==> config.mk <==
export PLATFORM = sky130hd
export DESIGN_NAME = d_mem_sized
export DESIGN_NICKNAME = d
export VERILOG_FILES = /design/src/rtl/d_mem_sized.sv
export SDC_FILE = /design/constraint.sdc
export NUM_CORES = 1
export LEC_CHECK = 0
export ABC_CLOCK_PERIOD_IN_PS = 4300
export BUFFER_PORTS_ARGS = -buffer_cell sky130_fd_sc_hd__buf_2
export CAP_MARGIN = 20
export CORE_UTILIZATION = 49
export CTS_BUF_LIST = sky130_fd_sc_hd__clkbuf_4 sky130_fd_sc_hd__clkbuf_8 sky130_fd_sc_hd__clkbuf_16
export DETAILED_ROUTE_END_ITERATION = 16
export PLACE_DENSITY_LB_ADDON = 0.2
export SETUP_SLACK_MARGIN = 0.15
export SYNTH_ARGS = -nofsm -noshare
export SYNTH_HDL_FRONTEND = slang
export SYNTH_SLANG_ARGS = --single-unit
==> constraint.sdc <==
create_clock -name clock -period 4.3 [get_ports clock]
set_clock_uncertainty 0.2 [all_clocks]
set_input_delay 0.86 -clock clock [delete_from_list [all_inputs] [get_ports clock]]
set_output_delay 0.86 -clock clock [all_outputs]
set_load 0.05 [all_outputs]
==> src/rtl/d_mem_sized.sv <==
// Byte-addressed data memory with byte/half/word access, sign/zero-extended loads,
// programmable wait states behind a Busy/Ready handshake, and an Error pulse for rejected requests.
module d_mem_sized #(
   parameter int MemSize    = 5,
   parameter int WaitStates = 1
) (
   input  logic        clock,
   input  logic        reset,
   input  logic [31:0] Address,
   input  logic [31:0] WriteData,
   input  logic        MemRead,
   input  logic        MemWrite,
   input  logic [1:0]  Size,
   input  logic        Unsigned,
   output logic [31:0] ReadData,
   output logic        Ready,
   output logic        Error,
   output logic        Busy
);

   localparam int Words = 1 << MemSize;

   typedef enum logic [1:0] {
      S_IDLE = 2'd0,
      S_WAIT = 2'd1,
      S_DONE = 2'd2
   } state_t;

   state_t state, state_next;
   logic [3:0]  count;
   logic [31:0] addr, wdata;
   logic [1:0]  size;
   logic        uns, op_rd, op_wr;
   logic [31:0] mem [Words];

   logic               request, accept, access, err;
   logic [MemSize-1:0] index;
   logic [1:0]         lane;
   logic [3:0]         byte_en;
   logic [31:0]        lane_data, word, load_value;
   logic [7:0]         byte_val;
   logic [15:0]        half_val;

   assign request = MemRead | MemWrite;
   // The DONE cycle already accepts the next request so a held request is taken every W+2 cycles.
   assign accept  = request && ((state == S_IDLE) || (state == S_DONE));
   assign access  = (state == S_WAIT) && (count == 4'd0);
   assign index   = addr[MemSize+1:2];
   assign lane    = addr[1:0];

   assign err = (|addr[31:MemSize+2])
              | (size == 2'b11)
              | ((size == 2'b01) && addr[0])
              | ((size == 2'b10) && (addr[1:0] != 2'b00))
              | (op_rd & op_wr);

   always_comb begin
      state_next = state;
      case (state)
         S_IDLE:  if (request) state_next = S_WAIT; else state_next = S_IDLE;
         S_WAIT:  if (count == 4'd0) state_next = S_DONE; else state_next = S_WAIT;
         S_DONE:  if (request) state_next = S_WAIT; else state_next = S_IDLE;
         default: state_next = S_IDLE;
      endcase
   end

   always_comb begin
      byte_en   = 4'b0000;
      lane_data = wdata;
      case (size)
         2'b00: begin
            byte_en   = 4'b0001 << lane;
            lane_data = {4{wdata[7:0]}};
         end
         2'b01: begin
            byte_en   = 4'b0011 << lane;
            lane_data = {2{wdata[15:0]}};
         end
         2'b10: begin
            byte_en   = 4'b1111;
            lane_data = wdata;
         end
         default: begin
            byte_en   = 4'b0000;
            lane_data = wdata;
         end
      endcase
   end

   always_comb begin
      word       = mem[index];
      byte_val   = word[{lane, 3'b000} +: 8];
      half_val   = word[{addr[1], 4'b0000} +: 16];
      load_value = word;
      case (size)
         2'b00: begin
            if (uns) load_value = {24'h000000, byte_val};
            else     load_value = {{24{byte_val[7]}}, byte_val};
         end
         2'b01: begin
            if (uns) load_value = {16'h0000, half_val};
            else     load_value = {{16{half_val[15]}}, half_val};
         end
         default: load_value = word;
      endcase
   end

   always_ff @(posedge clock) begin
      if (reset) begin
         addr  <= 32'd0;
         wdata <= 32'd0;
         size  <= 2'b00;
         uns   <= 1'b0;
         op_rd <= 1'b0;
         op_wr <= 1'b0;
      end else if (accept) begin
         addr  <= Address;
         wdata <= WriteData;
         size  <= Size;
         uns   <= Unsigned;
         op_rd <= MemRead;
         op_wr <= MemWrite;
      end
   end

   always_ff @(posedge clock) begin
      if (reset) begin
         state    <= S_IDLE;
         count    <= 4'd0;
         Busy     <= 1'b0;
         Ready    <= 1'b0;
         Error    <= 1'b0;
         ReadData <= 32'd0;
      end else begin
         state <= state_next;
         Busy  <= (state_next != S_IDLE);
         Ready <= access;
         Error <= access & err;
         if (accept)
            count <= 4'(WaitStates);
         else if ((state == S_WAIT) && (count != 4'd0))
            count <= count - 4'd1;
         if (access) begin
            if (err || op_wr) ReadData <= 32'd0;
            else              ReadData <= load_value;
         end
      end
   end

   // Array has no reset; a reset on the access edge suppresses the write.
   always_ff @(posedge clock) begin
      if (access && op_wr && !err && !reset) begin
         for (int i = 0; i < 4; i++) begin
            if (byte_en[i]) mem[index][8*i +: 8] <= lane_data[8*i +: 8];
         end
      end
   end

endmodule

; ---- Word-level counts from Yosys, hierarchy flattened
; Memory sizes are Yosys's and may differ from the RTL's. A register that Yosys moved wholly into a read port is not among the register bits.
; Cells that the tools add are included.
[classes]
n_addsub = 1
n_mul = 0
div_mod_pow = 0
magnitude_cmp = 0
n_eq_ne = 5
shift = 4
n_mux = 25
bitwise = 7
n_reduce_logical = 22
[op_table]
columns = op, n
row1 = $pmux W32 S2, 2
row2 = $mux W32, 3
row3 = $shiftx A32 B6 Y16, 1
row4 = $shiftx A32 B6 Y8, 1
row5 = $reduce_or A25 Y1, 1
row6 = $mux W1, 15
row7 = $pmux W4 S3, 1
row8 = $mux W5, 2
row9 = $logic_and A1 B1 Y1, 8
row10 = $eq A2 B2 Y1 const B, 3
row11 = $reduce_bool A2 Y1, 3
row12 = $or A1 B1 Y1, 5
row13 = $eq A2 B1 Y1 const B, 2
row14 = $logic_not A2 Y1, 2
row15 = $logic_not A4 Y1, 1
row16 = $pmux W2 S2, 1
row17 = $reduce_bool A4 Y1, 1
row18 = $reduce_or A2 Y1, 2
row19 = $shl A1 B2 Y4 const A, 1
row20 = $shl A2 B2 Y4 const A, 1
row21 = $sub A4 B1 Y4 const B, 1
row22 = $and A1 B1 Y1, 2
row23 = $logic_not A1 Y1, 2
row24 = $logic_or A1 B1 Y1, 2
row25 = $mux W2, 1
[word_totals]
register_bits = 110
latch_bits = 0
mem_bits_rw = 1024
rom_bits = 0
elab_cells = 78
n_memories = 1
[memory_table]
columns = memory, words, width, read_ports, rd_clocked_by_memory_dff, wr, line
row1 = mem, 32, 32, 1, 1, 1, 34  ; logic [31:0] mem [Words];

; ---- Longest topological paths before layout
[logic_depth]
word_depth = 10
mapped_depth = 12
ltp_nobuf = 9

; ---- Worst setup path before layout
; Ideal clock, no wire load.
[synth_path]
path_kind = register to register
start = register size[0]
end = memory mem[0][24], data pin
setup_time_ns = 0.454
t_arrival_ns = 2.523
t_required_ns = 3.646
setup_slack_ns = 1.123
path_stages_with_launch = 6
synth_period_minus_slack_ns = 3.177
cell_sequence = dfxtp_1 -> buf_6 -> clkbuf_1 -> clkbuf_1 -> mux2i_1 -> o21ai_0
[synth_via]
elab_chain_len = 2
elab_cells_between_ends = 3
cone_classes = eq/ne (1) / mux (1) / reduce/logical (1)
[synth_lines]
columns = item, line
row1 = "start, declared", 32  ; logic [1:0] size;
row2 = "start signal, assigned", 119  ; size <= Size;
row3 = $eq A2 B1 Y1 / $logic_not A2 Y1 (equally long branches), 70  ; case (size)
row4 = $pmux W32 S2 (*), 70
row5 = named net lane_data[24], 40  ; logic [31:0] lane_data, word, load_value;
row6 = "end, declared", 34
; Mark *: on every way through the listed nets, which the timed path passes. The rest lies on a longest branch.

==> impl_results.md <==
- Critical Path Fanout Max: 24
- CTS buffer count: 114
- Clock-pin slew on the worst setup and hold paths: 60 ps
- Dpl ws: 657 ps
- Nets: 2853
- Data arrival time of the worst path: 4080 ps
- Detail Placement HPWL: 78.7 mm
- Most common cell after layout, fill and taps aside: edfxtp_1
- Via count: 24600
- Core Box Area: 90400 sq um
- Leakage: 0.0166 uW
- Clk Latency, worst-skew pair: 690 ps
- Placed cells: 3837
- DR iter-0 viols: 2858
- Post-Synth XOR/XNOR Area: 0.000584
- Clk root buf: clkbuf_16
- Post-synthesis compound-gate area fraction: 0.0496
- CP required: 4680 ps
- Worst Slack Setup Final: 596 ps
- Setup TNS: 0 ps
- Post-synth EDFFs: 1024
- Utilization after layout: 0.569
- Startpoint class of the critical path: register
- Layout cells sized above 1: 0.259
- Largest family of logic cells by synthesized area: multiplexers
- Final hold viol count: 0
- Worst hold path class: in2reg
- Power Density: 475 nW/um^2
- Max clock buf depth: 3
- Worst rel slew slack: 0.241
- Routed WL: 119 mm
- Routability cong.: 0.964
- Syn Inst Count: 2537
- R2R cell count: 8
- WL met2: 55.7 mm
- Max-slew violation count: 0
- Hold path cells: 3
- Setup CP Type: reg2reg
- Register area share after synthesis: 0.735
- Die Height: 305 microns
- Status: completed
- Vias in the first global route: 24700
- Endpoint class of the critical path: register
- Top layer in use: met4
- Drt drc: 0
- Row count: 110
- Non-Filler Instances: 4053
- Met3 WL: 9.94 mm
- Average cell area after synthesis: 17.7 sq um
- Drt pass-1 iters: 7
- Adder-Cell Fraction of Synth Area: 0.000278
- Mapped cell area: 45000 sq um
- Final min period: 3700 ps
- Routed len/inst: 29.3 microns
- Achievable frequency: 0.270 GHz
- P&R area growth vs syn: 14.4%
- Clk sinks: 1139
- Post-synthesis mux area share: 0.146
- Vias/cell: 6.08
- TritonCTS clock tree: done
- Max-Cap Viols: 0
- DIE WIDTH: 305 microns
- Initial core utilization: 0.497
- Antenna Cells: 0
- FF+latch count, synth: 1139
- Gr usage total: 0.257
- Final setup fails: 0
- First-pass GRT wire length: 171 mm
- Initial antenna violation count: 5
- Ports: 106
- Cell variety after synth: 62
- # port buffers: 105
- Dominant synthesized flop cell: edfxtp_1
- Period utilisation layout: 0.861
- Post_cts resized: 0
- Hold buffers post-CTS: 0
- VDD IR-drop max: 375 uV
- Gr ovfl total: 0
- YS warnings: 0
- Post-CTS Setup Repair Bufs: 0
- Full die area: 93000 sq um
- Synth Area in Simple Gates: 0.0466
- Met1 Wirelength: 49.0 mm
- Worst-Margin Slew: 1140 ps
- Largest net degree at the start of global routing: 97
- Commonest cells after routing, fill and taps aside: edfxtp_1 (1024), nand2_1 (245), mux2i_1 (198)
- Post-route ant nets: 0
- RSZ-0062 raised after global routing: false
- Syn nets: 2609
- Fraction of registers with async set/reset: 0
- Level count of the clock H-tree: 3
## registers in the layout, indices dropped and copies added, names as in the netlist, named ones only
| signal | cells |
|---|---|
| count | 4 |
| state | 2 |
| Busy | 1 |
| mem | 1024 |
| size | 2 |
| uns | 1 |
| Error | 1 |
| ReadData | 32 |
| op_wr | 1 |
| wdata | 32 |
| Ready | 1 |
| op_rd | 1 |
| addr | 32 |
## report_power, final
part           internal, uW  switching (uW)  total, uW
clock network          6160            4100      10300
logic                   606            1230       1840
registers             12200            80.4      12300
total                 19000            5410      24400
## stage by stage
stage          total power, uW  area (sq um)  hold WS, ps
2_1_floorplan            13700         45000          233
3_3_place_gp             14300         47500          244
3_5_place_dp             14400         47500          247
4_1_cts                  24600         51400          174
5_1_grt                  25100         51500          201
6_report                 24400         51500          208
## final cells by class
cell class	instances	area, sq um
inverters	4	15.0
repair buffers	274	1950
multi-input cells	1248	11100
well taps	1176	1470
clock buffers	149	3270
flip-flops and latches	1139	33100
clock inverters	63	668
fillers	6847	38900
## worst paths after layout
path	startpoint	end	slack [ps]
min reg2reg	addr[23]	addr[23]	260
min	Address[21]	addr[21]	210
max	register	ReadData[12]	600
max reg2reg	register	ReadData[12]	600
## critical path, cell delays in order (launching register included)
cell and delay, ps:
dfxtp_4 670, and2b_1 830, a22oi_1 300, nand3_1 170
o21ai_1 100, o21ai_1 320, a21boi_1 200, o31a_1 450
o31a_1 350
## layer usage
layer,vias up,GRT usage
met1,12800,0.361
li1,10600,-
met5,-,0
met4,0,0.0915
met2,1104,0.400
met3,195,0.0538
## Yosys cell counts (all sizes together) (2+ instances only)
cell / instances / area, sq um
o21ai: 22 / 114
and2: 11 / 68.8
nand2b: 3 / 21.3
mux4: 182 / 4100
o21bai: 3 / 22.5
a22oi: 53 / 403
dfxtp: 115 / 2300
mux2: 44 / 495
o32ai: 7 / 61.3
nand3: 14 / 75.1
edfxtp: 1024 / 30700
nand4: 2 / 12.5
a2bb2oi: 7 / 61.3
a22o: 7 / 61.3
clkbuf: 61 / 229
or2: 5 / 31.3
o21ba: 7 / 70.1
buf: 85 / 747
xor2: 2 / 17.5
o31a: 9 / 78.8
o22ai: 70 / 438
nand2: 245 / 920
mux2i: 198 / 1980
a221oi: 15 / 188
and2b: 2 / 15.0
nor3b: 5 / 48.8
or3: 8 / 50.1
nor2: 155 / 584
nor3: 8 / 45.0
a21boi: 2 / 15.0
a21oi: 97 / 489
a211oi: 17 / 128
o211ai: 10 / 80.1
inv: 4 / 15.0
nor2b: 17 / 106
nor4: 13 / 93.8
## kinds of logic after synthesis
| logic type | count (synthesis) |
|---|---|
| buffers and inverters | 150 |
| DFF | 1139 |
| and+or+nand+nor | 491 |
| muxes | 424 |
| adders and majority gates | 1 |
| AOI/OAI and AO/OA | 329 |
| xor gates and xnor gates | 3 |
No activity file was read; power rests on OpenSTA's default activity.
